==> src/rtl/multicycle_control_fsm_if.sv <==
// Control bundle between the instruction register/datapath flags and the multicycle control FSM.
// The master side drives the instruction fields and flags; the slave side (the FSM) drives the controls.
interface multicycle_control_fsm_if #(
   parameter int ALUCTRL_W = 3,
   parameter int STATE_W   = 4
);
   logic [6:0]           op;
   logic [2:0]           funct3;
   logic                 funct7;
   logic                 zero;
   logic                 lt;
   logic                 mem_ready;
   logic                 pcwrite;
   logic                 adrsrc;
   logic                 memwrite;
   logic                 irwrite;
   logic [1:0]           resultsrc;
   logic [1:0]           alusrca;
   logic [1:0]           alusrcb;
   logic [1:0]           immsrc;
   logic                 regwrite;
   logic [ALUCTRL_W-1:0] alucontrol;
   logic                 illegal;
   logic [STATE_W-1:0]   state;

   modport master (
      output op, funct3, funct7, zero, lt, mem_ready,
      input  pcwrite, adrsrc, memwrite, irwrite, resultsrc, alusrca, alusrcb,
             immsrc, regwrite, alucontrol, illegal, state
   );

   modport slave (
      input  op, funct3, funct7, zero, lt, mem_ready,
      output pcwrite, adrsrc, memwrite, irwrite, resultsrc, alusrca, alusrcb,
             immsrc, regwrite, alucontrol, illegal, state
   );
endinterface

==> src/rtl/multicycle_control_fsm.sv <==
// Moore control FSM for a shared-memory multicycle RV32I datapath (fetch/decode/execute/memory/writeback).
// Define BRANCH_EXT_EN to accept bne/blt/bge; otherwise every 1100011 instruction is treated as beq.
module multicycle_control_fsm #(
   parameter int ALUCTRL_W = 3,
   parameter int STATE_W   = 4
) (
   input  logic                    clk,
   input  logic                    rst_n,
   multicycle_control_fsm_if.slave bus
);

   typedef enum logic [STATE_W-1:0] {
      FETCH    = STATE_W'(0),
      DECODE   = STATE_W'(1),
      MEMADR   = STATE_W'(2),
      MEMREAD  = STATE_W'(3),
      MEMWB    = STATE_W'(4),
      MEMWRITE = STATE_W'(5),
      EXECUTER = STATE_W'(6),
      ALUWB    = STATE_W'(7),
      EXECUTEI = STATE_W'(8),
      JAL      = STATE_W'(9),
      BEQ      = STATE_W'(10),
      TRAP     = STATE_W'(11)
   } state_t;

   typedef struct packed {
      logic       isfetch;
      logic       adrsrc;
      logic       memwrite;
      logic [1:0] resultsrc;
      logic [1:0] alusrca;
      logic [1:0] alusrcb;
      logic       regwrite;
      logic [1:0] aluop;
      logic       branch;
      logic       pcupdate;
      logic       illegal;
   } ctrl_t;

   state_t               state;
   state_t               nxt;
   ctrl_t                ctrl;
   logic                 branch_ok;
   logic                 take;
   logic [ALUCTRL_W-1:0] aluctl;

   function automatic ctrl_t decode_ctrl(state_t s);
      ctrl_t c;
      c = '0;
      case (s)
         FETCH:    begin c.isfetch = 1'b1; c.alusrcb = 2'b10; c.resultsrc = 2'b10; end
         DECODE:   begin c.alusrca = 2'b01; c.alusrcb = 2'b01; end
         MEMADR:   begin c.alusrca = 2'b10; c.alusrcb = 2'b01; end
         MEMREAD:  c.adrsrc = 1'b1;
         MEMWB:    begin c.resultsrc = 2'b01; c.regwrite = 1'b1; end
         MEMWRITE: begin c.adrsrc = 1'b1; c.memwrite = 1'b1; end
         EXECUTER: begin c.alusrca = 2'b10; c.aluop = 2'b10; end
         EXECUTEI: begin c.alusrca = 2'b10; c.alusrcb = 2'b01; c.aluop = 2'b10; end
         ALUWB:    c.regwrite = 1'b1;
         JAL:      begin c.alusrca = 2'b01; c.alusrcb = 2'b10; c.pcupdate = 1'b1; end
         BEQ:      begin c.alusrca = 2'b10; c.aluop = 2'b01; c.branch = 1'b1; end
         TRAP:     c.illegal = 1'b1;
         default:  c = '0;
      endcase
      return c;
   endfunction

`ifdef BRANCH_EXT_EN
   // Branch condition select; unsupported funct3 under the branch opcode is diverted to TRAP.
   always_comb begin
      branch_ok = 1'b1;
      take      = 1'b0;
      case (bus.funct3)
         3'b000:  take = bus.zero;
         3'b001:  take = ~bus.zero;
         3'b100:  take = bus.lt;
         3'b101:  take = ~bus.lt;
         default: branch_ok = 1'b0;
      endcase
   end
`else
   logic unused_lt;
   assign unused_lt = bus.lt;
   assign branch_ok = 1'b1;
   assign take      = bus.zero;
`endif

   always_comb begin
      nxt = FETCH;
      case (state)
         FETCH:   nxt = bus.mem_ready ? DECODE : FETCH;
         DECODE: begin
            case (bus.op)
               7'b0000011, 7'b0100011: nxt = MEMADR;
               7'b0110011:             nxt = EXECUTER;
               7'b0010011:             nxt = EXECUTEI;
               7'b1100011:             nxt = branch_ok ? BEQ : TRAP;
               7'b1101111:             nxt = JAL;
               default:                nxt = TRAP;
            endcase
         end
         MEMADR:   nxt = bus.op[5] ? MEMWRITE : MEMREAD;
         MEMREAD:  nxt = bus.mem_ready ? MEMWB : MEMREAD;
         MEMWRITE: nxt = bus.mem_ready ? FETCH : MEMWRITE;
         EXECUTER, EXECUTEI, JAL: nxt = ALUWB;
         default:  nxt = FETCH;
      endcase
   end

   // Control bits are registered alongside the state so they come straight out of flops.
   always_ff @(posedge clk or negedge rst_n) begin
      if (!rst_n) begin
         state <= FETCH;
         ctrl  <= decode_ctrl(FETCH);
      end else begin
         state <= nxt;
         ctrl  <= decode_ctrl(nxt);
      end
   end

   always_comb begin
      aluctl = ALUCTRL_W'(4'b0000);
      case (ctrl.aluop)
         2'b01: aluctl = ALUCTRL_W'(4'b0001);
         2'b10: begin
            case (bus.funct3)
               3'b000: aluctl = (bus.op[5] & bus.funct7) ? ALUCTRL_W'(4'b0001) : ALUCTRL_W'(4'b0000);
               3'b010: aluctl = ALUCTRL_W'(4'b0101);
               3'b110: aluctl = ALUCTRL_W'(4'b0011);
               3'b111: aluctl = ALUCTRL_W'(4'b0010);
               3'b100: if (ALUCTRL_W == 4) aluctl = ALUCTRL_W'(4'b0100);
               3'b001: if (ALUCTRL_W == 4) aluctl = ALUCTRL_W'(4'b0110);
               3'b101: if (ALUCTRL_W == 4) aluctl = bus.funct7 ? ALUCTRL_W'(4'b1000) : ALUCTRL_W'(4'b0111);
               default: aluctl = ALUCTRL_W'(4'b0000);
            endcase
         end
         default: aluctl = ALUCTRL_W'(4'b0000);
      endcase
   end

   // Every output is forced low while reset is held; FETCH strobes follow mem_ready directly.
   assign bus.state      = rst_n ? state : '0;
   assign bus.pcwrite    = rst_n & ((ctrl.isfetch & bus.mem_ready) | ctrl.pcupdate | (ctrl.branch & take));
   assign bus.irwrite    = rst_n & ctrl.isfetch & bus.mem_ready;
   assign bus.adrsrc     = rst_n & ctrl.adrsrc;
   assign bus.memwrite   = rst_n & ctrl.memwrite;
   assign bus.regwrite   = rst_n & ctrl.regwrite;
   assign bus.illegal    = rst_n & ctrl.illegal;
   assign bus.resultsrc  = rst_n ? ctrl.resultsrc : 2'b00;
   assign bus.alusrca    = rst_n ? ctrl.alusrca : 2'b00;
   assign bus.alusrcb    = rst_n ? ctrl.alusrcb : 2'b00;
   assign bus.alucontrol = rst_n ? aluctl : '0;
   assign bus.immsrc     = !rst_n              ? 2'b00 :
                           (bus.op == 7'b0100011) ? 2'b01 :
                           (bus.op == 7'b1100011) ? 2'b10 :
                           (bus.op == 7'b1101111) ? 2'b11 : 2'b00;

endmodule

==> src/flat_wrapper.sv <==
// flat-port wrapper written by rule: the top's interface ports become plain ports
module multicycle_control_fsm_flat 
#(
   parameter int ALUCTRL_W = 3,
   parameter int STATE_W   = 4
)
  (clk, rst_n, bus_op, bus_funct3, bus_funct7, bus_zero, bus_lt, bus_mem_ready, bus_pcwrite, bus_adrsrc, bus_memwrite, bus_irwrite, bus_resultsrc, bus_alusrca, bus_alusrcb, bus_immsrc, bus_regwrite, bus_alucontrol, bus_illegal, bus_state);
  multicycle_control_fsm_if #(.ALUCTRL_W(ALUCTRL_W), .STATE_W(STATE_W)) bus_i ();
  input  logic clk;
  input  logic rst_n;
  input wire logic [$bits(bus_i.op)-1:0] bus_op;
  input wire logic [$bits(bus_i.funct3)-1:0] bus_funct3;
  input wire logic [$bits(bus_i.funct7)-1:0] bus_funct7;
  input wire logic [$bits(bus_i.zero)-1:0] bus_zero;
  input wire logic [$bits(bus_i.lt)-1:0] bus_lt;
  input wire logic [$bits(bus_i.mem_ready)-1:0] bus_mem_ready;
  output wire logic [$bits(bus_i.pcwrite)-1:0] bus_pcwrite;
  output wire logic [$bits(bus_i.adrsrc)-1:0] bus_adrsrc;
  output wire logic [$bits(bus_i.memwrite)-1:0] bus_memwrite;
  output wire logic [$bits(bus_i.irwrite)-1:0] bus_irwrite;
  output wire logic [$bits(bus_i.resultsrc)-1:0] bus_resultsrc;
  output wire logic [$bits(bus_i.alusrca)-1:0] bus_alusrca;
  output wire logic [$bits(bus_i.alusrcb)-1:0] bus_alusrcb;
  output wire logic [$bits(bus_i.immsrc)-1:0] bus_immsrc;
  output wire logic [$bits(bus_i.regwrite)-1:0] bus_regwrite;
  output wire logic [$bits(bus_i.alucontrol)-1:0] bus_alucontrol;
  output wire logic [$bits(bus_i.illegal)-1:0] bus_illegal;
  output wire logic [$bits(bus_i.state)-1:0] bus_state;
  assign bus_i.op = bus_op;
  assign bus_i.funct3 = bus_funct3;
  assign bus_i.funct7 = bus_funct7;
  assign bus_i.zero = bus_zero;
  assign bus_i.lt = bus_lt;
  assign bus_i.mem_ready = bus_mem_ready;
  assign bus_pcwrite = bus_i.pcwrite;
  assign bus_adrsrc = bus_i.adrsrc;
  assign bus_memwrite = bus_i.memwrite;
  assign bus_irwrite = bus_i.irwrite;
  assign bus_resultsrc = bus_i.resultsrc;
  assign bus_alusrca = bus_i.alusrca;
  assign bus_alusrcb = bus_i.alusrcb;
  assign bus_immsrc = bus_i.immsrc;
  assign bus_regwrite = bus_i.regwrite;
  assign bus_alucontrol = bus_i.alucontrol;
  assign bus_illegal = bus_i.illegal;
  assign bus_state = bus_i.state;
  multicycle_control_fsm #(.ALUCTRL_W(ALUCTRL_W), .STATE_W(STATE_W)) u_core (.clk(clk), .rst_n(rst_n), .bus(bus_i));
endmodule
==> config.mk <==
export PLATFORM = sky130hd
export DESIGN_NAME = multicycle_control_fsm_flat
export DESIGN_NICKNAME = d
export VERILOG_FILES = /design/src/rtl/multicycle_control_fsm_if.sv /design/src/rtl/multicycle_control_fsm.sv /design/src/flat_wrapper.sv
export SDC_FILE = /design/constraint.sdc
export NUM_CORES = 1
export LEC_CHECK = 0
export ABC_AREA = 1
export CAP_MARGIN = 20
export CORE_ASPECT_RATIO = 0.5
export CORE_UTILIZATION = 40
export DETAILED_ROUTE_END_ITERATION = 7
export PLACE_DENSITY = 0.71
export SETUP_SLACK_MARGIN = 0.3
export SLEW_MARGIN = 20
export SYNTH_ARGS = -nofsm -noshare
export SYNTH_HDL_FRONTEND = slang
export SYNTH_SLANG_ARGS = --single-unit
export TNS_END_PERCENT = 100
==> constraint.sdc <==
create_clock -name clk -period 1.9 [get_ports clk]
set_clock_uncertainty 0.05 [all_clocks]
set_input_delay 0.38 -clock clk [delete_from_list [all_inputs] [get_ports clk]]
set_output_delay 0.38 -clock clk [all_outputs]
set_load 0.03 [all_outputs]
==> qor.yml, run 1 <==
run_status:
  outcome: "complete, no violations"
floorplan:
  row_count: 13
  core_area_um2: 2680
  io_pins: 37
  die_h_um: 40.2
  die_area_um2: 3150
  start_util_pct: 43.4
  die_w_um: 78.4
critical_path:
  crit_fanout: 2
  required_ns: 1.47
  critPathArrivalTime_ns: 1.37
  r2r_cells: 9
  start_kind: "flip-flop"
  critical_path_class: "flip-flop to output port"
  cp-end-kind: "output port"
sta:
  setup_violations: 0
  fin_crit_ns: 1.80
  drv_slew: 0
  hold_viol: 0
  max_slew_margin_pct: 81.7
  period_share_pct: 94.8
  fmax_mhz: 555
  rsz0062_at_grt: "yes"
  worst_pin_slew_ns: 0.274
  holdWs_ns: 0.198
final_layout:
  area_growth_pct: 65.6
  seqCellArea_um2: 432
  final_nets: 247
  final_layout_size_suffix_gt1_share_pct: 61.4
  multi_input_area_um2: 732
  fillerInstances: 233
  final_util_pct: 71.9
  final_area_um2: 1930
  diodes: 0
  instances_no_fill: 265
placement:
  gp_congestion: 0.801
  numPortBuffers: 35
  dp_hpwl_mm: 2.16
  post_dp_cell_area_um2: 1660
  dp.cells: 245
route:
  met3_length_um: 139
  drtAntennaViolNets: 0
  drt-pass1-iter-count: 4
  viasPerCell: 4.65
  vias: 1231
  wl_met1_mm: 1.39
  totalWireLength_mm: 3.06
  wl_met2_mm: 1.52
  drtIter0Drc: 54
  drc: 0
  wl_per_cell_um: 11.5
  topRoutingLayerUsed: "met4"
clocking:
  clock_latency_ns: 0.25
  cts_buffers: 3
  cts-root-buf: "clkbuf_8"
  clockBufferDepth: 2
  htreeDepth: 1
  clock_sink_count: 17
  clk_pin_slew_ns: 0.06
  cts_tree: "built"
  hold_buffers: 0
global_route:
  antenna_found_initial: 0
  grt_pass1_vias: 995
  grtUsageTotal_pct: 19.2
  grt-ovfl-total: 0
  grt_max_degree: 12
  grt_first_pass_wirelength_mm: 4.44
logic_synthesis:
  synth_top_cells_by_area: "dfrtp_1, inv_1, nand2_1"
  synth_cells: 157
  synth_most_common_cell: "inv_1"
  ys_top_cells_by_count: "inv_1, nand2_1, dfrtp_1, nand3_1, nor2_1"
  ys_types: 28
  synth-edff-count: 0
  async_reset_ff_share_pct: 100
  synth_nets: 175
  synth.top_cell.area_share_pct: 32.2
  yosysWarnings: 0
  synth_area_leader_cell: "dfrtp_1"
  ys_ff_latch: 17
  ys_seq_area_share_pct: 36.7
  synthesis.area_um2: 1170
  syn_avg_cell_area_um2: 7.43
  ys.flop_type: "dfrtp_1"
flow_run:
  max_cap_violations: 0
hold_path:
  worstHoldPathType: "primary input to asynchronous set/reset pin"
power:
  power_density_nw_per_um2: 1260
  ir_drop_uv: 586
  power_leakage_nw: 1.11
  power_mw: 2.43
stage by stage:
step                TNS [ns]  worst slack [ns]
floorplan                  0            0.0872
global placement       -1.02            -0.101
detailed placement     -1.61            -0.147
CTS                        0            0.0153
global route               0            0.0407
finish                     0            0.0990
cells by family after synthesis:
| group | synth area share (%) |
|---|---|
| and+or+nand+nor | 35.9 |
| DFF | 36.7 |
| AOI/OAI and AO/OA | 11.7 |
| adders and majority gates | 2.15 |
| buffers and inverters | 13.5 |
power breakdown:
group | switching (mW) | total (mW) | leakage [nW] | internal [mW]
clock network | 0.121 | 0.267 | 0.0255 | 0.145
registers | 0.0842 | 0.594 | 0.215 | 0.509
logic | 0.980 | 1.57 | 0.871 | 0.594
total | 1.19 | 2.43 | 1.11 | 1.25
cell type report:
cell class	count	area share, %
Multi-Input combinational cell	98	37.9
Clock buffer	3	2.14
Timing Repair Buffer	69	27.2
Sequential cell	17	22.4
Tap cell	37	2.40
Inverter	40	7.78
Clock inverter	1	0.259
registers in the layout, summed over array words and instances, names as in the netlist:
register and count:
u_core.ctrl 13, u_core.state 4
worst paths after layout:
check,endpoint,start,slack [ns]
min,u_core.ctrl[4],rst_n,0.20
max,bus_alucontrol[2],u_core.ctrl[2],0.1
max in group asynchronous,u_core.state[0],rst_n,1.34
min reg2reg,u_core.ctrl[6],u_core.state[2],0.66
max reg2reg,u_core.ctrl[6],u_core.state[1],0.27
min in group clk,u_core.ctrl[4],bus_op[4],0.54
metal layers:
layer | GRT usage (%) | vias up
li1 | - | 627
met1 | 24.0 | 573
met2 | 37.1 | 29
met3 | 3.41 | 2
met4 | 2.78 | 0
met5 | 0 | -
worst max-delay path, stage by stage, from the launching register on:
cell     delay [ns]
dfrtp_1        0.38
inv_2          0.07
ha_4           0.20
inv_2          0.05
nand3_2        0.06
nor4_2         0.15
buf_4          0.20
cells in the final DEF, fill, tap and decap left out, types with 4 or more instances in the layout:
master,count
inv_2,16
clkbuf_2,4
inv_1,24
buf_2,4
dfrtp_1,12
dlygate4sd2_1,4
nand2_4,4
nor2_1,10
nand2_1,23
nand3_2,12
buf_6,4
buf_4,51
a21oi_2,5
nor2_4,6
nand3_1,8
nand2_2,8
what timing repair did:
item,CTS,global route
gates resized for setup,56,26
setup endpoints to repair,31,23
pin swaps,14,17
setup buffers,7,9
No activity file was read; power rests on OpenSTA's default activity.
==> run 2, diff against run 1 <==
- CELL_PAD_IN_SITES_DETAIL_PLACEMENT: default -> 1
- CELL_PAD_IN_SITES_GLOBAL_PLACEMENT: default -> 1
- CORE_UTILIZATION: 40 -> 32
- PLACE_DENSITY: 0.71 -> default
- PLACE_DENSITY_LB_ADDON: default -> 0.1
- SKIP_CTS_REPAIR_TIMING: default -> 1
==> qor.yml, run 2 (synthesis results as in run 1) <==
run_status:
  violations: "negative setup slack"
  outcome: "finished, violations left"
sta:
  finalWorstSetupSlack_ns: -0.0404  # -0.139 ns
  period_share_pct: 102  # +7.3 points
  worst_pin_slew_ns: 0.255  # -0.0186 ns
  fin_crit_ns: 1.94  # +0.139 ns
  max_slew_margin_pct: 83.0  # +1.2 points
  holdWs_ns: 0.0341  # -0.164 ns
  tns_ns: -0.0404  # -0.0404 ns
  drv_slew: 0  # unchanged
  rsz0062_at_grt: "yes"
  setup_violations: 1  # +1
  fmax_mhz: 515  # -7.2%
  hold_viol: 0  # unchanged
route:
  drc: 0  # unchanged
  wl_per_cell_um: 13.6  # +18%
  drtAntennaViolNets: 0  # unchanged
  vias: 1235  # +0.32%
  drt-pass1-iter-count: 4  # unchanged
  totalWireLength_mm: 3.71  # +21%
  viasPerCell: 4.54  # -2.3%
  drtIter0Drc: 28  # -48%
hold_path:
  worstHoldPathType: "primary input to asynchronous set/reset pin"
clocking:
  htreeDepth: 1  # unchanged
  cts_buffers: 3  # unchanged
  clk_pin_slew_ns: 0.07  # about the same
  clockBufferDepth: 2  # unchanged
  clock_sink_count: 17  # unchanged
  cts-root-buf: "clkbuf_8"
  cts_tree: "built"
  clock_latency_ns: 0.25  # about the same
critical_path:
  critPathArrivalTime_ns: 1.51  # +0.14 ns
  cp_slowest_cell: "dfrtp_1"
  start_kind: "flip-flop"
  rrSetupSlack_ns: 0.22  # -0.05 ns
  crit_cells: 6  # unchanged
  path_buf_inv: 3  # unchanged
  cp-end-kind: "output port"
  cp_cell_sequence: "inv_2 > ha_4 > inv_2 > nand3_2 > nor4_2 > buf_4"
  crit_end: "bus_alucontrol[2]"
  r2r_cells: 10  # +1
  worstReg2RegEnd: "u_core.ctrl[6]"
  critical_path_class: "flip-flop to output port"
  startpoint: "u_core.ctrl[2]"
  max_stage_delay_ns: 0.42  # +0.04 ns
  cp_common_cell: "inv_2"
  critical-path-top-delay-family: "flip-flops"
  timing.rr.start: "u_core.state[1]"
  crit_fanout: 3  # +1
  required_ns: 1.47  # about the same
power:
  power_density_nw_per_um2: 1330  # +5.7%
  power_leakage_nw: 1.17  # +4.9%
  p_int_mw: 1.38  # +10%
  switchingPower_mw: 1.38  # +17%
  ir_drop_uv: 398  # -32%
  power_frac_comb_pct: 67.5  # +2.8 points
  clock_power_share_pct: 10.1  # -0.9 points
  swShare_pct: 50.1  # +1.4 points
  pwr-share-seq_pct: 22.4  # -2.0 points
placement:
  numPortBuffers: 35  # unchanged
  post_dp_cell_area_um2: 1710  # +2.7%
  gp_congestion: 0.818  # +2.1%
  dp_slack_ns: -0.179  # -0.0323 ns
  dp_hpwl_mm: 2.73  # +27%
floorplan:
  core_area_um2: 3450  # +29%
  row_count: 15  # +2
  die_w_um: 87.4  # +11%
  io_pins: 37  # unchanged
  die_area_um2: 3900  # +24%
  die_h_um: 44.7  # +11%
  start_util_pct: 33.8  # -9.7 points
global_route:
  grt-ovfl-total: 0  # unchanged
  grtUsageTotal_pct: 17.9  # -1.2 points
  grt_max_degree: 15  # +3
  grt_first_pass_wirelength_mm: 5.23  # +18%
  grt_pass1_vias: 1107  # +11%
  antenna_found_initial: 0  # unchanged
final_layout:
  layout_commonest_cell: "buf_4"
  top_register: "u_core.ctrl"
  largest_registers: "u_core.ctrl x13, u_core.state x4"
  area_growth_pct: 77.7
  final_area_um2: 2070  # +7.3%
  final_nets: 240  # -2.8%
  final_cell_mix: "buf_4, inv_1, nand2_1"
  diodes: 0  # unchanged
  largest_reg_flops: 13  # unchanged
  final_layout_size_suffix_gt1_share_pct: 62.9  # +1.5 points
flow_run:
  max_cap_violations: 0  # unchanged
## run 2: metal layers
| layer | vias to the layer above | wire length, um | track usage, % |
|---|---|---|---|
| met1 | 592 | 1730 | 24.4 |
| met2 | 30 | 1820 | 30.9 |
| met5 | - | 0 | 0 |
| li1 | 609 | - | - |
| met3 | 4 | 124 | 3.54 |
| met4 | 0 | 45 | 1.97 |
## run 2: worst min path at each step
stage | end | slack (ns)
final | u_core.ctrl[4] | 0.03
after global placement | u_core.ctrl[5] | 0.61
after floorplan | u_core.ctrl[0] | 0.03
after CTS | u_core.ctrl[4] | 0.42
after global routing | u_core.ctrl[4] | 0.03
after detailed placement | u_core.ctrl[5] | 0.62
## run 2: layout make-up
class                      count  area (um2)
timing repair buffer          62         548
multi-input combinational     98         817
clock buffer                   3        41.3
fill                         427        1380
inverter                      40         165
clock inverter                 1        5.00
tap                           51        63.8
sequential                    17         432
## run 2: per-stage QoR
| step | util (%) | power (mW) | instances |
|---|---|---|---|
| floorplan | - | 1.52 | 157 |
| global placement | 49.5 | 1.97 | 261 |
| detailed placement | 49.5 | 2.01 | 261 |
| CTS | 50.8 | 2.30 | 265 |
| global route | 60.0 | 2.94 | 272 |
| finish | 60.0 | 2.76 | 272 |
## run 2: power groups by stage
stage / Combinational (mW) / Clock [mW] / Sequential [mW]
5_1_grt: 2.01 / 0.296 / 0.632
2_1_floorplan: 0.959 / 0 / 0.564
3_3_place_gp: 1.39 / 0 / 0.585
6_report: 1.86 / 0.279 / 0.620
4_1_cts: 1.44 / 0.280 / 0.578
3_5_place_dp: 1.43 / 0 / 0.583
==> variant: new RTL, flow settings as in run 2 <==
Build with the macro `BRANCH_EXT_EN` defined.
--- a/src/rtl/multicycle_control_fsm.sv
+++ b/src/rtl/multicycle_control_fsm.sv
@@ -2,2 +2,4 @@
 // Define BRANCH_EXT_EN to accept bne/blt/bge; otherwise every 1100011 instruction is treated as beq.
+`define BRANCH_EXT_EN
+
 module multicycle_control_fsm #(
Behaviour: not the same (Yosys sat finds a counterexample within 4 cycles, from zero or initial values and one cycle with rst_n low).
==> variant against run 2 <==
The flow still finishes with violations (negative setup slack); worst hold slack better by 11 ps; first-iteration DRC count is 120% higher; sequential share of layout area is 0.63 points lower; setup slack worse by 39 ps; power is 10% higher; design area is 3.1% higher; maximum frequency is 2.0% lower; wire length is 50% higher; synthesized area is 1.6% lower; die area is 1.6% lower; utilization is 6.7 points higher; sequential cell count stayed put; clock power is 3% higher; largest cell class unchanged; highest routed layer unchanged.
==> variant: results (changes against run 2) <==
Status: finished, violations left
Failing checks: negative setup slack
Placed Area: 0.00177 mm² (+3.6%)
Worst-path maximum fanout: 3 (unchanged)
CTS clk-pin slew, worst paths: 80 ps
FF-to-FF Start: u_core.state[2]
Placed Cells: 274 (+5.0%)
Final setup violation count: 3 (+2)
Synth top area share: 32.7% (+0.53 points)
Top post-synthesis cells by count: inv_1 (38), nand2_1 (37), dfrtp_1 (15)
Crit. Startpoint: u_core.ctrl[3]
DP HPWL: 2.77 mm (+1.4%)
Relative slew slack: 79.9% (-3.1 points)
Initial DRC count: 61 (+120%)
Non-filler cells, final: 295 (+8.5%)
Peak VDD IR: 0.510 mV (+28%)
First-pass GRT wire length: 5.62 mm (+7.4%)
GRT Total Usage: 19.6% (+1.7 points)
Reg2Reg Depth: 8 (-2)
Netlist cell types: 25 (-11%)
Largest net degree at the start of global routing: 22 (+7)
Syn Nets: 181 (+3.4%)
Routability Congestion: 0.798 (-2.3%)
Vias in the first global route: 1266 (+14%)
Share of cells above drive strength 1: 59.1% (-3.8 points)
CP max stage cell: dfrtp_1
Synth top area cells: dfrtp_1 (33%), inv_1 (12%), nand2_1 (12%)
Vias/cell: 5.12 (+13%)
Sequential fraction of the synthesis area: 37.3% (+0.60 points)
Final WS setup: -79.3 ps (-38.9 ps)
Leak Pwr: 1.27 nW (+8.5%)
==> variant: changes by cell type in the layout (fill, tap and decap cells not counted), sizes merged, moves of 2 or more <==
cell and change:
buf +20, nand4 +5, nor2 +2, nand3 -7
nand2 +10, o21ai -2, a21oi -2
==> variant: cell type report <==
| type | count | area [µm²] |
|---|---|---|
| Timing Repair Buffer | 81 | 677 |
| Fill cell | 388 | 1070 |
| Inverter | 40 | 160 |
| Clock inverter | 1 | 5.00 |
| Multi-Input combinational cell | 105 | 762 |
| Sequential cell | 17 | 432 |
| Tap cell | 48 | 60.1 |
| Clock buffer | 3 | 41.3 |
==> variant: logic make-up after synthesis <==
family	count (synthesis)	share of synthesized area, %
and+or+nand+nor	91	39.5
buffers and inverters	41	13.4
adders and majority gates	2	2.18
DFF	17	37.3
AOI/OAI and AO/OA	12	7.63
==> variant: path summary, 6_finish.rpt <==
path,end
min reg2reg,u_core.ctrl[5]
min in group clk,u_core.ctrl[4]
max reg2reg,u_core.ctrl[1]
max in group asynchronous,u_core.ctrl[8]
min,u_core.ctrl[4]
max,bus_alucontrol[2]
==> variant: power breakdown <==
part / total, W / switching, W / internal (W) / leakage, nW
Sequential: 0.000661 / 0.000139 / 0.000522 / 0.215
Combinational: 0.00209 / 0.00125 / 0.000848 / 1.02
Clock: 0.000288 / 0.000142 / 0.000146 / 0.0255
Total: 0.00304 / 0.00153 / 0.00152 / 1.27
==> variant: worst max-delay path, delay by kind of cell (launching register included) <==
kind | cells | cell delay (ps)
buffers and inverters | 2 | 270
flip-flops | 1 | 410
adder cells (fa/ha/maj) | 1 | 260
AND/OR/NAND/NOR | 3 | 340
==> variant: per-layer routing <==
metal	vias up	track usage [%]	wire length, µm
met1	713	21.9	1950
met4	0	7.67	286
met5	-	0	0
met3	34	5.97	397
met2	96	36.2	2940
li1	666	-	-
==> variant: per-stage QoR <==
step / setup TNS, ps / worst slack (ps)
6_report: -204 / -79.3
3_5_place_dp: -2220 / -239
2_1_floorplan: 0 / 174
3_3_place_gp: -1400 / -192
5_1_grt: -341 / -109
4_1_cts: -1070 / -241
